`config.mk`:
```
export PLATFORM = sky130hd
export DESIGN_NAME = mem_arbiter
export DESIGN_NICKNAME = d
export VERILOG_FILES = /design/src/rtl/mem_arbiter_pkg.sv /design/src/rtl/mem_arbiter_rr_arb2.sv /design/src/rtl/mem_arbiter.sv
export SDC_FILE = /design/constraint.sdc
export NUM_CORES = 1
export LEC_CHECK = 0
export ABC_AREA = 1
export CORE_AREA = 2 2 356 358
export DETAILED_ROUTE_END_ITERATION = 6
export DIE_AREA = 0 0 358 360
export SETUP_SLACK_MARGIN = 0.2
export SLEW_MARGIN = 10
export SYNTH_ARGS = -nofsm -noshare
export SYNTH_HDL_FRONTEND = slang
export SYNTH_SLANG_ARGS = --single-unit
```
`constraint.sdc`:
```
create_clock -name clk -period 2.3 [get_ports clk]
set_clock_uncertainty 0.05 [all_clocks]
set_input_delay 0.23 -clock clk [delete_from_list [all_inputs] [get_ports clk]]
set_output_delay 0.23 -clock clk [all_outputs]
set_load 0.05 [all_outputs]
```
`src/rtl/mem_arbiter_pkg.sv`:
```
// Shared constants for the two-requester memory arbiter: data widths,
// default burst length and FSM state encodings.
package mem_arbiter_pkg;
  localparam int MEM_DATA_BITS = 128;
  localparam int MEM_MASK_BITS = MEM_DATA_BITS / 8;
  localparam int BEATS_DEF     = 4;

  localparam logic [1:0] S_IDLE  = 2'd0;
  localparam logic [1:0] S_REQ   = 2'd1;
  localparam logic [1:0] S_WDATA = 2'd2;
  localparam logic [1:0] S_RRESP = 2'd3;
endpackage

```
`src/rtl/mem_arbiter_rr_arb2.sv`:
```
// Two-input round-robin arbiter. On a tie the input not granted last wins;
// out of reset the pointer favours input 1.
module rr_arb2 (
  input  logic       clk,
  input  logic       reset,
  input  logic [1:0] req,
  input  logic       en,
  output logic       gnt,
  output logic       any
);
  logic last;

  assign any = |req;

  always_comb begin
    if (&req) gnt = ~last;
    else      gnt = req[1];
  end

  always_ff @(posedge clk or negedge reset) begin
    if (!reset)          last <= 1'b0;
    else if (en && any)  last <= gnt;
  end
endmodule

```
`src/rtl/mem_arbiter.sv`:
```
// Arbitrates the instruction and data caches onto one memory port. A grant is
// held for a whole request/write-data/read-burst transaction.
module mem_arbiter
  import mem_arbiter_pkg::*;
#(
  parameter int BEATS     = BEATS_DEF,
  parameter int ADDR_BITS = 28
) (
  input  logic                     clk,
  input  logic                     reset,

  input  logic                     ic_req_valid,
  output logic                     ic_req_ready,
  input  logic [ADDR_BITS-1:0]     ic_req_addr,
  input  logic                     ic_req_rw,
  input  logic                     ic_req_data_valid,
  output logic                     ic_req_data_ready,
  input  logic [MEM_DATA_BITS-1:0] ic_req_data_bits,
  input  logic [MEM_MASK_BITS-1:0] ic_req_data_mask,
  output logic                     ic_resp_valid,
  output logic [MEM_DATA_BITS-1:0] ic_resp_data,

  input  logic                     dc_req_valid,
  output logic                     dc_req_ready,
  input  logic [ADDR_BITS-1:0]     dc_req_addr,
  input  logic                     dc_req_rw,
  input  logic                     dc_req_data_valid,
  output logic                     dc_req_data_ready,
  input  logic [MEM_DATA_BITS-1:0] dc_req_data_bits,
  input  logic [MEM_MASK_BITS-1:0] dc_req_data_mask,
  output logic                     dc_resp_valid,
  output logic [MEM_DATA_BITS-1:0] dc_resp_data,

  output logic                     mem_req_valid,
  input  logic                     mem_req_ready,
  output logic [ADDR_BITS-1:0]     mem_req_addr,
  output logic                     mem_req_rw,
  output logic                     mem_req_data_valid,
  input  logic                     mem_req_data_ready,
  output logic [MEM_DATA_BITS-1:0] mem_req_data_bits,
  output logic [MEM_MASK_BITS-1:0] mem_req_data_mask,
  input  logic                     mem_resp_valid,
  input  logic [MEM_DATA_BITS-1:0] mem_resp_data
);
  localparam int CW = (BEATS > 1) ? $clog2(BEATS) : 1;
  localparam logic [CW-1:0] LAST_BEAT = CW'(BEATS - 1);

  logic [1:0]     state;
  logic           owner;
  logic [CW-1:0]  cnt;
  logic           data_done;

  // Index 0 = ic, index 1 = dc, matching the owner bit.
  logic [1:0]                          r_valid, r_rw, r_dvalid;
  logic [1:0][ADDR_BITS-1:0]           r_addr;
  logic [1:0][MEM_DATA_BITS-1:0]       r_bits;
  logic [1:0][MEM_MASK_BITS-1:0]       r_mask;

  assign r_valid  = {dc_req_valid, ic_req_valid};
  assign r_rw     = {dc_req_rw, ic_req_rw};
  assign r_dvalid = {dc_req_data_valid, ic_req_data_valid};
  assign r_addr   = {dc_req_addr, ic_req_addr};
  assign r_bits   = {dc_req_data_bits, ic_req_data_bits};
  assign r_mask   = {dc_req_data_mask, ic_req_data_mask};

  logic gnt, any;

  rr_arb2 u_arb (
    .clk   (clk),
    .reset (reset),
    .req   (r_valid),
    .en    (state == S_IDLE),
    .gnt   (gnt),
    .any   (any)
  );

  logic in_req, in_wd, pass_data, req_hs, data_hs, rdy, drdy, rv;

  assign in_req = (state == S_REQ);
  assign in_wd  = (state == S_WDATA);
  // Write data stops being forwarded once it has already been accepted.
  assign pass_data = (in_req && r_rw[owner] && !data_done) || in_wd;

  always_comb begin
    mem_req_valid      = in_req && r_valid[owner];
    mem_req_addr       = (in_req || in_wd) ? r_addr[owner] : '0;
    mem_req_rw         = (in_req || in_wd) ? r_rw[owner] : 1'b0;
    mem_req_data_valid = pass_data && r_dvalid[owner];
    mem_req_data_bits  = pass_data ? r_bits[owner] : '0;
    mem_req_data_mask  = pass_data ? r_mask[owner] : '0;
  end

  assign req_hs  = mem_req_valid && mem_req_ready;
  assign data_hs = mem_req_data_valid && mem_req_data_ready;
  assign rdy     = in_req && mem_req_ready;
  assign drdy    = pass_data && mem_req_data_ready;
  assign rv      = (state == S_RRESP) && mem_resp_valid;

  assign ic_req_ready      = rdy && !owner;
  assign dc_req_ready      = rdy && owner;
  assign ic_req_data_ready = drdy && !owner;
  assign dc_req_data_ready = drdy && owner;
  assign ic_resp_valid     = rv && !owner;
  assign dc_resp_valid     = rv && owner;
  assign ic_resp_data      = reset ? mem_resp_data : '0;
  assign dc_resp_data      = reset ? mem_resp_data : '0;

  always_ff @(posedge clk or negedge reset) begin
    if (!reset) begin
      state     <= S_IDLE;
      owner     <= 1'b0;
      cnt       <= '0;
      data_done <= 1'b0;
    end else begin
      case (state)
        S_IDLE: begin
          data_done <= 1'b0;
          if (any) begin
            owner <= gnt;
            state <= S_REQ;
          end
        end
        S_REQ: begin
          if (!r_valid[owner]) begin
            state     <= S_IDLE;
            data_done <= 1'b0;
          end else if (req_hs) begin
            if (!r_rw[owner]) begin
              state <= S_RRESP;
              cnt   <= '0;
            end else if (data_done || data_hs) begin
              state     <= S_IDLE;
              data_done <= 1'b0;
            end else begin
              state <= S_WDATA;
            end
          end else if (data_hs) begin
            data_done <= 1'b1;
          end
        end
        S_WDATA: begin
          if (data_hs) state <= S_IDLE;
        end
        S_RRESP: begin
          if (mem_resp_valid) begin
            if (cnt == LAST_BEAT) begin
              cnt   <= '0;
              state <= S_IDLE;
            end else begin
              cnt <= cnt + CW'(1);
            end
          end
        end
        default: state <= S_IDLE;
      endcase
    end
  end
endmodule
```
# Word-level counts from Yosys, hierarchy flattened
# Index checks and enable logic that the tools add are counted.
# word_totals
output_inout_bits	437
elab_cells	92
regBits	7
inputBits	483
# op_classes
reduce_logical	30
n_addsub	1
n_eq_ne	15
n_mux	39
bitwise_logic	1
order_cmp	1
# ops
operator	n
$mux 128	4
$mux 28	3
$mux 16	3
$mux 2	13
$logic_and 1x1->1	16
$mux 1	13
$reduce_and 5->1	2
$ne 2x1->1 const B	4
$ne 4x3->1 const B	2
$pmux 2 s4	1
$eq 2x2->1 const B	3
$ne 2x2->1 const B	3
$ne 4x4->1 const B	1
$pmux 2 s2	1
$reduce_and 2->1	2
$reduce_and 4->1	1
$reduce_bool 2->1	2
$logic_or 1x1->1	3
$ne 3x3->1 const B	1
$add 2x1->2 const B	1
$eq 2x1->1 const B	1
$logic_not 1->1	2
$logic_not 2->1	1
$lt 1x2->1 const B	1
other kinds (3)	3

# Longest topological paths before layout
# logic_depth
word_depth	13
ltp_mapped	13
depth_no_buf	13

# By module
# Synthesis repeated with hierarchy kept, for this count alone.
# hier_totals
cells_unflattened	1067
hier_area_um2	5217.5
# by_module_without_submodules
module	cells_each	area_each_um2	seq_area_each_um2	instances
mem_arbiter	1059	5158.7	150.1	1
rr_arb2	8	58.8	25.0	1

# Worst setup path after synthesis
# Ideal clock, no wire load.
# synth_timing
kind	register to output
start	register state[1]
end	output port mem_req_data_bits[10]
t_required_ns	2.020
n_path_buf	1
arrival_ns	1.944
path_stages_with_launch	10
setup_slack_ns	0.076
path_cell_list	dfrtp_1 inv_1 ha_1 inv_1 nor2_1 nand2_1 nand2_2 inv_2 buf_2 a21oi_1
# synth_between
elab_chain_cells	5
word_cells_on_any_way	6
cone_classes	eq/ne: 2; mux: 1; reduce/logical: 3
# synth_rtl
element	line	rtl
start: declaration	mem_arbiter.sv:48	logic [1:0] state;
start signal: assignment	mem_arbiter.sv:110	state <= S_IDLE;
start signal: assignment	mem_arbiter.sv:120	state <= S_REQ;
start signal: assignment	mem_arbiter.sv:125	state <= S_IDLE;
$eq 2x1->1	mem_arbiter.sv:79	assign in_req = (state == S_REQ);
$logic_and 1x1->1 (2 in a row)	mem_arbiter.sv:82	assign pass_data = (in_req && r_rw[owner] && !data_done) || in_wd;
$logic_or 1x1->1 *	mem_arbiter.sv:82	
$mux 128 *	mem_arbiter.sv:89	mem_req_data_bits = pass_data ? r_bits[owner] : '0;
end: declaration	mem_arbiter.sv:40	output logic [MEM_DATA_BITS-1:0] mem_req_data_bits,
# Every way passes the cells marked *; elsewhere a longest branch is shown, timed or not.

# Final worst setup path
# layout_timing
start	register state[1]
end	output port mem_req_data_bits[33]
# The elaborated chain is that of the path after synthesis.

==> impl_metrics.ini <==
[clocking]
numCtsBuffers = 3
clock_path_buffers = 2
clockRootBuffer = clkbuf_16
cts_tree = built
path_clk_slew_ns = 0.04
clock_sinks = 6
ctsHtreeMaxLevel = 1
clk_latency_ns = 0.24
cts_hold_buf = 0

[setup_path]
cpMostUsedCell = buf_12
crit_required_ns = 2.02
slowest_stage = dfrtp_1
critPathMaxFanout = 8
r2r_slack_ns = 0.28
cp.arrival_ns = 1.97
path_cells = inv_2 > ha_4 > inv_4 > nor2_4 > nand2_4 > nand2_8 > inv_8 > buf_12 > a21oi_4 > buf_6 > buf_12
start_kind = register
critical_path.endpoint = mem_req_data_bits[33]
cp-startpoint = state[1]
r2r_start = u_arb.last
cp-end-kind = output pin
crit_type = reg2out
ff2ff_path_depth = 11
worstReg2RegEnd = state[0]
cpPeakStageDelay_ns = 0.38

[synth]
netlist_area_um2 = 5140
synth_nets = 1545
ys_seq_elements = 6
syn-instance-count = 1057
yosys_warnings = 0
synthTopCellsByArea = nand2_1 32%, buf_4 19%, inv_1 10%
yosys.area.top_type = nand2_1
syn_avg_cell_area_um2 = 4.87
synth_top_area_share_pct = 32.5
yosysUniqueCellTypes = 22
seq_area_frac_synth_pct = 2.92

[timing]
grt_setup_unrepaired = true
fin_crit_sh_pct = 97.9
hold_viol_final = 0
slew_headroom_pct = 63.6
whs_ns = 0.183
tns_ns = 0
worst_pin_slew_ns = 0.546
period_needed_ns = 2.25
max_freq_mhz = 444
fin_ws_ns = 0.0473
slew_violations = 0
setup_viol = 0

[die]
num_rows = 130
die_h_um = 360
die_w_um = 358
design.core.area_um2 = 125000
initial_core_util_pct = 4.12
die_area_um2 = 129000
ios = 920

[placed_design]
numPortBuffers = 919
dp_worst_setup_slack_ns = -0.209
gp_congestion = 0.963
dp_hpwl_mm = 93.7

[pwr]
p_int_mw = 12.0
pwr-share-comb_pct = 98.1
peakVddDrop_mv = 0.797
power_frac_seq_pct = 0.8
p_sw_mw = 16.4
switching_share_pct = 57.6
power.density_nw_per_um2 = 1240
clockPowerShare_pct = 1.1
totalPowerFinal_mw = 28.4
p_leak_nw = 9.45

[outcome]
status = complete, no violations

[cells_and_area]
fillerInstances = 13800
fin_util_pct = 18.4
num-nets-final = 2380
syn_to_final_growth_pct = 346
drive_above_1_share_pct = 42.7

[min_path]
hp-class = in2async

[global_routing]
grt_pass1_wl_mm = 132
overflow = 0
grt_pass1_vias = 10800
track_usage_pct = 16.3
grt_max_degree = 107
antenna_found_initial = 107

[detailed_routing]
wl_per_cell_um = 32.2
dr.pass1.iters = 5
routed_wirelength_mm = 115
drc = 0
postRouteAntennaNets = 0
avgViaCountPerCell = 3.07
vias = 10900
drt_iter0_markers = 669

[run]
max_cap_viol_count = 0
[through the flow]
step                      area, µm²  std cells
after global routing          22900       3545
after floorplan                5190       1057
after detailed placement      19300       3462
after CTS                     21400       3507
after global placement        19300       3462
final                         22900       3554
[cell usage after synthesis, drive strengths merged]
cell type  count
nand2        447
buf          154
a21oi        151
inv          141
nor2          69
clkbuf        45
o21ai         31
dfrtp          6
ha             5
nand3          3
nor3           2
a31oi          1
nand4          1
nor3b          1
[flip-flops by register name, indices dropped and copies added (netlist names)]
register,cells
cnt,2
data_done,1
state,2
u_arb.last,1
[repair_timing]
item                                    in CTS  in global routing
pin swaps                                   32                 58
endpoints found under the setup margin     174                184
cloned                                      22                 18
gates resized for setup                    267                183
setup buffers                               19                 16
[cell type report]
| type | count | area, µm² | share of cell area, % |
|---|---|---|---|
| well taps | 1650 | 2060 | 9.00 |
| clock buffers | 4 | 78.8 | 0.344 |
| inverters | 141 | 547 | 2.38 |
| repair buffers | 1028 | 14900 | 65.2 |
| flip-flops and latches | 6 | 154 | 0.671 |
| multi-input cells | 711 | 5080 | 22.2 |
| diodes | 13 | 32.5 | 0.142 |
| repair inverters | 1 | 30.0 | 0.131 |
[placed cells by master, fill, tap and decap left out, types with 2 or more instances in the layout]
cell type / count
buf_4: 72
nand2_4: 44
buf_16: 29
inv_1: 135
a21oi_4: 126
inv_2: 3
ha_4: 2
nor2_1: 29
ha_1: 3
a21oi_2: 21
nor2_2: 26
buf_6: 17
diode_2: 13
o21ai_0: 22
dfrtp_1: 5
o21ai_1: 6
nand2_1: 384
o21ai_2: 2
nand3_1: 3
clkdlybuf4s50_1: 489
clkbuf_16: 19
inv_8: 2
a21oi_1: 4
nor2_4: 14
nand2_2: 18
buf_12: 403
[how the worst min path moves through the flow]
stage	slack, ns	endpoint	cells after the start
2_1_floorplan	-0.12	cnt[0]	0
3_3_place_gp	0.42	cnt[1]	2
3_5_place_dp	0.42	cnt[1]	2
4_1_cts	0.17	state[0]	2
5_1_grt	0.24	state[0]	2
6_report	0.18	state[0]	2
[routing by layer]
layer | global-route usage [%] | wire length [µm] | share of wire [%]
met1 | 17.7 | 41100 | 36
met2 | 28.7 | 56200 | 49
met3 | 8.53 | 14700 | 13
met4 | 1.53 | 2150 | 1.9
met5 | 0 | 537 | 0.47
[kinds of logic after synthesis]
family / Yosys count / share of synthesized area (%)
and+or+nand+nor: 523 / 38.6
DFF: 6 / 2.92
adders and majority gates: 5 / 1.22
AOI/OAI and AO/OA: 183 / 21.6
buffers and inverters: 340 / 35.7
[power groups by stage]
| stage | sequential [mW] | combinational, mW | clock [mW] |
|---|---|---|---|
| final | 0.230 | 27.8 | 0.303 |
| after global routing | 0.237 | 28.7 | 0.312 |
| after CTS | 0.227 | 25.4 | 0.303 |
| after detailed placement | 0.226 | 20.9 | 0 |
| after global placement | 0.221 | 20.9 | 0 |
| after floorplan | 0.187 | 9.34 | 0 |
[worst max-delay path: cells and delay by family, from the launching register on]
| kind | cells | cell delay, ns |
|---|---|---|
| adders and majority gates | 1 | 0.15 |
| buffers and inverters | 6 | 0.64 |
| and+or+nand+nor | 3 | 0.24 |
| DFF | 1 | 0.38 |
| AOI/OAI and AO/OA | 1 | 0.28 |
No activity file was read; power rests on OpenSTA's default activity.
